$ cat config.mk
export PLATFORM = sky130hd
export DESIGN_NAME = collision
export DESIGN_NICKNAME = d
export VERILOG_FILES = /design/src/rtl/collision.sv
export SDC_FILE = /design/constraint.sdc
export NUM_CORES = 2
export LEC_CHECK = 0
export CORE_MARGIN = 8
export CORE_UTILIZATION = 45
export CTS_CLUSTER_DIAMETER = 150
export CTS_CLUSTER_SIZE = 14
export DETAILED_ROUTE_END_ITERATION = 6
export GPL_TIMING_DRIVEN = 1
export PLACE_DENSITY = 0.68
export SYNTH_ARGS = -nofsm -noshare
export SYNTH_HDL_FRONTEND = slang
export SYNTH_SLANG_ARGS = --single-unit
$ cat constraint.sdc
create_clock -name clk_in -period 19.36 [get_ports clk_in]
set_input_delay 1.936 -clock clk_in [delete_from_list [all_inputs] [get_ports clk_in]]
set_output_delay 1.936 -clock clk_in [all_outputs]
set_load 0.005 [all_outputs]
$ cat src/rtl/collision.sv
// D2Q9 BGK collision sweep: streams every cell through a 4-stage pipeline that
// relaxes it toward a linearised equilibrium, or bounces it back if it is a wall.
module collision #(
   parameter int HPIXELS      = 205,
   parameter int VPIXELS      = 154,
   parameter int READ_LATENCY = 2,
   parameter int TAU_SHIFT    = 1,
   localparam int DEPTH       = HPIXELS * VPIXELS,
   localparam int AW          = $clog2(DEPTH)
) (
   input  logic            clk_in,
   input  logic            rst_in,
   input  logic            start_in,
   input  logic [8:0][7:0] f_in,
   input  logic            wall_in,
   output logic [AW-1:0]   rd_addr_out,
   output logic            rd_en_out,
   output logic [AW-1:0]   wr_addr_out,
   output logic [8:0][7:0] wr_data_out,
   output logic            wr_en_out,
   output logic            busy_out,
   output logic            done
);

   localparam logic [AW-1:0] LAST = AW'(DEPTH - 1);
   // Direction vectors, log2 of the lattice weight (x36) and the opposite direction.
   localparam int EX  [9] = '{0, 1, 0, -1, 0, 1, -1, -1, 1};
   localparam int EY  [9] = '{0, 0, 1, 0, -1, 1, 1, -1, -1};
   localparam int WSH [9] = '{4, 2, 2, 2, 2, 0, 0, 0, 0};
   localparam int OPP [9] = '{0, 3, 4, 1, 2, 7, 8, 5, 6};

   typedef enum logic [1:0] {S_IDLE, S_RUN, S_DRAIN} state_t;

   state_t                  r_state;
   logic                    r_rd_en, r_busy, r_done;
   logic [AW-1:0]           r_rd_addr;
   logic [READ_LATENCY-1:0] r_dly_vld;
   logic [AW-1:0]           r_dly_addr [READ_LATENCY];

   logic [8:0][7:0]         r1_f, r2_f, r3_f, r_wr_data;
   logic [11:0]             r1_rho;
   logic signed [10:0]      r1_jx, r1_jy;
   logic signed [18:0]      r2_feq36 [9];
   logic                    r1_wall, r2_wall;
   logic                    r1_vld, r2_vld, r3_vld, r_wr_en;
   logic [AW-1:0]           r1_addr, r2_addr, r3_addr, r_wr_addr;

   logic [11:0]             w_rho;
   logic signed [10:0]      w_fs [1:8];
   logic signed [10:0]      w_jx, w_jy;
   logic signed [11:0]      w_jx12, w_jy12;
   logic signed [14:0]      w_rho15;
   logic signed [11:0]      w_ej [9];
   logic signed [14:0]      w_s [9];
   logic signed [18:0]      w_feq36 [9];
   logic signed [28:0]      w_p [9];
   logic signed [28:0]      w_feq [9];
   logic signed [28:0]      w_fz [9];
   logic signed [28:0]      w_diff [9];
   logic signed [28:0]      w_new [9];
   logic [8:0][7:0]         w_res;

   genvar gi;

   // Read address/strobe delayed to line up with the BRAM data.
   always_ff @(posedge clk_in or posedge rst_in) begin
      if (rst_in) begin
         r_dly_vld[0]  <= 1'b0;
         r_dly_addr[0] <= '0;
      end else begin
         r_dly_vld[0]  <= r_rd_en;
         r_dly_addr[0] <= r_rd_addr;
      end
   end

   for (gi = 1; gi < READ_LATENCY; gi++) begin : g_dly
      always_ff @(posedge clk_in or posedge rst_in) begin
         if (rst_in) begin
            r_dly_vld[gi]  <= 1'b0;
            r_dly_addr[gi] <= '0;
         end else begin
            r_dly_vld[gi]  <= r_dly_vld[gi-1];
            r_dly_addr[gi] <= r_dly_addr[gi-1];
         end
      end
   end

   for (gi = 1; gi < 9; gi++) begin : g_fs
      assign w_fs[gi] = $signed({3'b000, f_in[gi]});
   end

   assign w_rho = {4'h0, f_in[0]} + {4'h0, f_in[1]} + {4'h0, f_in[2]} + {4'h0, f_in[3]}
                + {4'h0, f_in[4]} + {4'h0, f_in[5]} + {4'h0, f_in[6]} + {4'h0, f_in[7]}
                + {4'h0, f_in[8]};
   assign w_jx  = w_fs[1] - w_fs[3] + w_fs[5] - w_fs[6] - w_fs[7] + w_fs[8];
   assign w_jy  = w_fs[2] - w_fs[4] + w_fs[5] + w_fs[6] - w_fs[7] - w_fs[8];

   assign w_jx12  = {r1_jx[10], r1_jx};
   assign w_jy12  = {r1_jy[10], r1_jy};
   assign w_rho15 = {3'b000, r1_rho};

   for (gi = 0; gi < 9; gi++) begin : g_dir
      assign w_ej[gi]    = ((EX[gi] > 0) ? w_jx12 : (EX[gi] < 0) ? -w_jx12 : 12'sd0)
                         + ((EY[gi] > 0) ? w_jy12 : (EY[gi] < 0) ? -w_jy12 : 12'sd0);
      assign w_s[gi]     = w_rho15 + 15'sd3 * $signed({{3{w_ej[gi][11]}}, w_ej[gi]});
      assign w_feq36[gi] = $signed({{4{w_s[gi][14]}}, w_s[gi]}) <<< WSH[gi];

      // 455/16384 approximates 1/36 with round-half-up.
      assign w_p[gi]    = $signed({{10{r2_feq36[gi][18]}}, r2_feq36[gi]}) * 29'sd455 + 29'sd8192;
      assign w_feq[gi]  = w_p[gi] >>> 14;
      assign w_fz[gi]   = $signed({21'h0, r2_f[gi]});
      assign w_diff[gi] = w_feq[gi] - w_fz[gi];
      assign w_new[gi]  = w_fz[gi] + (w_diff[gi] >>> TAU_SHIFT);
      assign w_res[gi]  = r2_wall             ? r2_f[OPP[gi]] :
                          (w_new[gi] < 29'sd0)   ? 8'd0 :
                          (w_new[gi] > 29'sd255) ? 8'd255 : w_new[gi][7:0];
   end

   always_ff @(posedge clk_in or posedge rst_in) begin
      if (rst_in) begin
         r1_f      <= '0;
         r1_rho    <= '0;
         r1_jx     <= '0;
         r1_jy     <= '0;
         r1_wall   <= 1'b0;
         r1_vld    <= 1'b0;
         r1_addr   <= '0;
         r2_f      <= '0;
         r2_feq36  <= '{default: '0};
         r2_wall   <= 1'b0;
         r2_vld    <= 1'b0;
         r2_addr   <= '0;
         r3_f      <= '0;
         r3_vld    <= 1'b0;
         r3_addr   <= '0;
         r_wr_data <= '0;
         r_wr_en   <= 1'b0;
         r_wr_addr <= '0;
      end else begin
         r1_f      <= f_in;
         r1_rho    <= w_rho;
         r1_jx     <= w_jx;
         r1_jy     <= w_jy;
         r1_wall   <= wall_in;
         r1_vld    <= r_dly_vld[READ_LATENCY-1];
         r1_addr   <= r_dly_addr[READ_LATENCY-1];
         r2_f      <= r1_f;
         r2_feq36  <= w_feq36;
         r2_wall   <= r1_wall;
         r2_vld    <= r1_vld;
         r2_addr   <= r1_addr;
         r3_f      <= w_res;
         r3_vld    <= r2_vld;
         r3_addr   <= r2_addr;
         r_wr_data <= r3_f;
         r_wr_en   <= r3_vld;
         r_wr_addr <= r3_addr;
      end
   end

   always_ff @(posedge clk_in or posedge rst_in) begin
      if (rst_in) begin
         r_state   <= S_IDLE;
         r_rd_en   <= 1'b0;
         r_rd_addr <= '0;
         r_busy    <= 1'b0;
         r_done    <= 1'b0;
      end else begin
         case (r_state)
            S_IDLE: begin
               r_done <= 1'b0;
               if (start_in) begin
                  r_state   <= S_RUN;
                  r_rd_en   <= 1'b1;
                  r_rd_addr <= '0;
                  r_busy    <= 1'b1;
               end
            end
            S_RUN: begin
               if (r_rd_addr == LAST) begin
                  r_rd_en   <= 1'b0;
                  r_rd_addr <= '0;
                  r_state   <= S_DRAIN;
               end else begin
                  r_rd_addr <= r_rd_addr + 1'b1;
               end
            end
            S_DRAIN: begin
               if (r_done) begin
                  r_done  <= 1'b0;
                  r_busy  <= 1'b0;
                  r_state <= S_IDLE;
               end else if (r_wr_en && r_wr_addr == LAST) begin
                  r_done <= 1'b1;
               end
            end
            default: r_state <= S_IDLE;
         endcase
      end
   end

   assign rd_addr_out = r_rd_addr;
   assign rd_en_out   = r_rd_en;
   assign wr_addr_out = r_wr_addr;
   assign wr_data_out = r_wr_data;
   assign wr_en_out   = r_wr_en;
   assign busy_out    = r_busy;
   assign done        = r_done;

endmodule

==> key figures <==
Synth
  • Post-Syn Instances: 6814
  • Synth warn: 0
  • Register area share after synthesis: 0.217
  • Post-synth top area cell: dfrtp_1
  • Post-synthesis cell area: around 65000 sq um
  • Top cells by count, synth: 1706 x inv_1, 1101 x ha_1, 626 x fa_1, 567 x dfrtp_1, 399 x xnor2_1
  • Top-count cell post-synth: inv_1
  • Post-synthesis register bit count: between 500 and 600
  • Main synth FF type: dfrtp_1
  • Netlist cell types: around 110
  • Post-synth top area share: 0.217
  • Area contributors post-synth: dfrtp_1 22%, ha_1 21%, fa_1 19%
  • Mapped Avg Cell Area: 9.59 sq um
  • Number of synthesized flops with an enable pin: 0
  • Fraction of registers with async set/reset: 1.00
  • Post-Syn Nets: about 8600

STA
  • RSZ-0062 raised after global routing: false
  • Setup TNS: 0 ns
  • Max-slew violation count: 0
  • Final-report hold violation count: 0
  • Maximum operating frequency: 0.113 GHz
  • Worst setup skew after layout: between 0.05 and 0.06 ns
  • Setup Viol. Count Final: 0
  • Period utilization: 0.459
  • Tmin final: 8.88 ns
  • Slew HR: 0.276
  • Worst-margin pin slew: about 1.1 ns

GRT
  • Initial antenna violation count: 4
  • Largest net degree at the start of global routing: roughly 90
  • Number of global-route vias before repair: 47900
  • Total GRT Usage: 0.197
  • GRT overflow: 0
  • First-pass GRT wire length: roughly 250000 um

Clock tree
  • Clk slew on worst S/H paths: ~0.080 ns
  • Cts hold-fix bufs: 0
  • Root Driver: clkbuf_16
  • Inserted Clock Buffers: 47
  • Post-CTS setup-driven buffer insertion count: 0
  • Max Root-Sink Buffers: 3
  • Clock Latency Late Sink: between 0.6 and 0.7 ns
  • H-tree depth: 2
  • Post_cts resized: 0
  • TritonCTS clock tree: done
  • CTS Sinks: ~570

Routing
  • Vias/cell: 5.13
  • Avg WL per Cell: ~17 um
  • Vias after detailed routing: about 46000
  • DRT iter0 DRCs: 2168
  • Routed Wire Length: about 150000 um
  • 1st-pass router iterations: 6
  • Residual DRC: 0
  • ANT nets after route: 0

Die
  • Die area: about 160000 sq um
  • Height of the chip: 397 um
  • Die W: just under 400 um
  • Core ar.: about 140000 sq um
  • Cell Rows: 140
  • IO Count: 182
  • Initial Util: 0.451

Worst setup path
  • Crit path max-delay family: compound AO/OA/AOI/OAI gates
  • Worst EP required: around 20 ns
  • Slowest stage delay, CP: around 0.73 ns
  • CP dominant cell by count: inv_1
  • Buffer and inverter count on the worst path: 5
  • Critical path endpoint category: flop
  • Startpoint Class: flop
  • CP arrival: ~9.3 ns
  • Critical-path top delay cell: a2111oi_2
  • Crit path kind: reg -> reg
  • CP Max Fanout: 8

Final layout
  • Fillers: around 13000
  • Share of post-route cells with drive strength above 1: 0.0216
  • Total Nets Final: 8795
  • Syn-to-layout area delta: 8.22%

Outcome
  • Outcome: finished, final reports clean

Placement
  • Hpwl dp: between 100000 and 150000 um
  • Port bufs: about 180
  • Routability cong.: around 0.91

Run
  • Max Cap Viol: 0

Hold path
  • Worst Hold Class: reg -> reg
-- layout make-up --
| type | count | area (sq um) | area share |
|---|---|---|---|
| clock buffer | 50 | 1210 | 0.0171 |
| timing repair buffer | 193 | 1900 | 0.0269 |
| inverter | 1708 | 6420 | 0.0908 |
| sequential | 567 | 14200 | 0.201 |
| clock inverter | 7 | 104 | 0.00147 |
| multi-input combinational | 4475 | 44500 | 0.629 |
| antenna | 4 | 10.0 | 0.000142 |
| tap | 1917 | 2400 | 0.0339 |
-- flip-flops by register name (all words and copies together), names as in the netlist, 2 cells and up --
signal,cells
wr_addr_out,15
r1_jy,11
wr_data_out,72
r3_f,72
r3_addr,15
r2_addr,15
r_dly_vld,2
rd_addr_out,15
r1_addr,15
r1_rho,12
r2_feq36,127
r1_jx,11
r1_f,72
r_state,2
r2_f,72
r_dly_addr,30
-- logic make-up (layout without fill, tap and decap cells) --
kind of cell | after synthesis | in the layout | share of synthesized area
buf+inv | 1772 | 1958 | 0.102
fa+ha+maj | 1727 | 1727 | 0.403
compound gates | 1153 | 1153 | 0.116
simple gates | 984 | 984 | 0.0781
xor+xnor | 573 | 573 | 0.0771
flops | 567 | 567 | 0.217
mux | 38 | 38 | 0.00617
other cells | 0 | 4 | 0
-- worst reg2reg max path: cells and delay by family (launching register included) --
kind                       cells  cell delay (ns)
AOI/OAI and AO/OA             14             3.21
adders and majority gates      8             2.94
and+or+nand+nor                5             0.98
DFF                            1             0.70
buffers and inverters          5             0.35
xor gates and xnor gates       2             0.29
muxes                          1             0.22
-- per-stage QoR --
| step | instances | setup slack (ns) | util | hold WS (ns) | area (sq um) |
|---|---|---|---|---|---|
| 2_1_floorplan | 6814 | 1.56 | - | 0.331 | 65300 |
| 3_3_place_gp | 8860 | 10.78 | 0.479 | 0.331 | 69400 |
| 3_5_place_dp | 8860 | 10.58 | 0.479 | 0.335 | 69400 |
| 4_1_cts | 8917 | 10.51 | 0.488 | 0.329 | 70700 |
| 5_1_grt | 8917 | 9.83 | 0.488 | 0.337 | 70700 |
| 6_report | 8921 | 10.48 | 0.488 | 0.326 | 70700 |
-- cells in the final DEF (no fill, tap or decap), drive strengths merged, types with 10 or more instances in the layout --
cell type / n
a311oi: 13
nor4: 21
nor3: 73
a21oi: 371
ha: 1101
a21o: 140
nor2: 255
nand4: 38
and3: 28
nor3b: 19
o31ai: 15
nor4b: 11
a211oi: 31
nand2b: 63
a211o: 12
xor2: 172
clkdlybuf4s50: 181
o22ai: 24
and2: 36
buf: 12
or3: 25
inv: 1708
o211ai: 27
nand2: 176
nand3: 92
o21ai: 176
clkbuf: 50
mux2i: 30
fa: 626
xnor2: 401
or4: 10
nor2b: 83
a31oi: 24
or2: 18
dfrtp: 567
o21a: 62
o21bai: 107
a221oi: 32
-- path summary, 6_finish.rpt --
kind / start / end / slack (ns) / cells after the start
max in group asynchronous: rst_in / r2_wall / 14.56 / 5
min: r1_f[15] / r2_f[15] / 0.33 / 0
max reg2reg: r2_feq36[0] / r3_f[66] / 10.48 / 35
min reg2reg: r1_f[15] / r2_f[15] / 0.33 / 0
min in group asynchronous: rst_in / r1_jx[10] / 1.83 / 2
max: r2_feq36[0] / r3_f[66] / 10.48 / 35
-- metal layers --
layer  vias to the layer above  GRT usage  wire, um
met5                         -          0         0
met4                         0     0.0495      4280
met3                       198     0.0230      6630
met2                       766      0.337     72900
met1                     22500      0.266     70400
li1                      22300          -         -
Power is not shown: default switching activity piles up to over one toggle a cycle in this logic, so the estimate is an artifact.
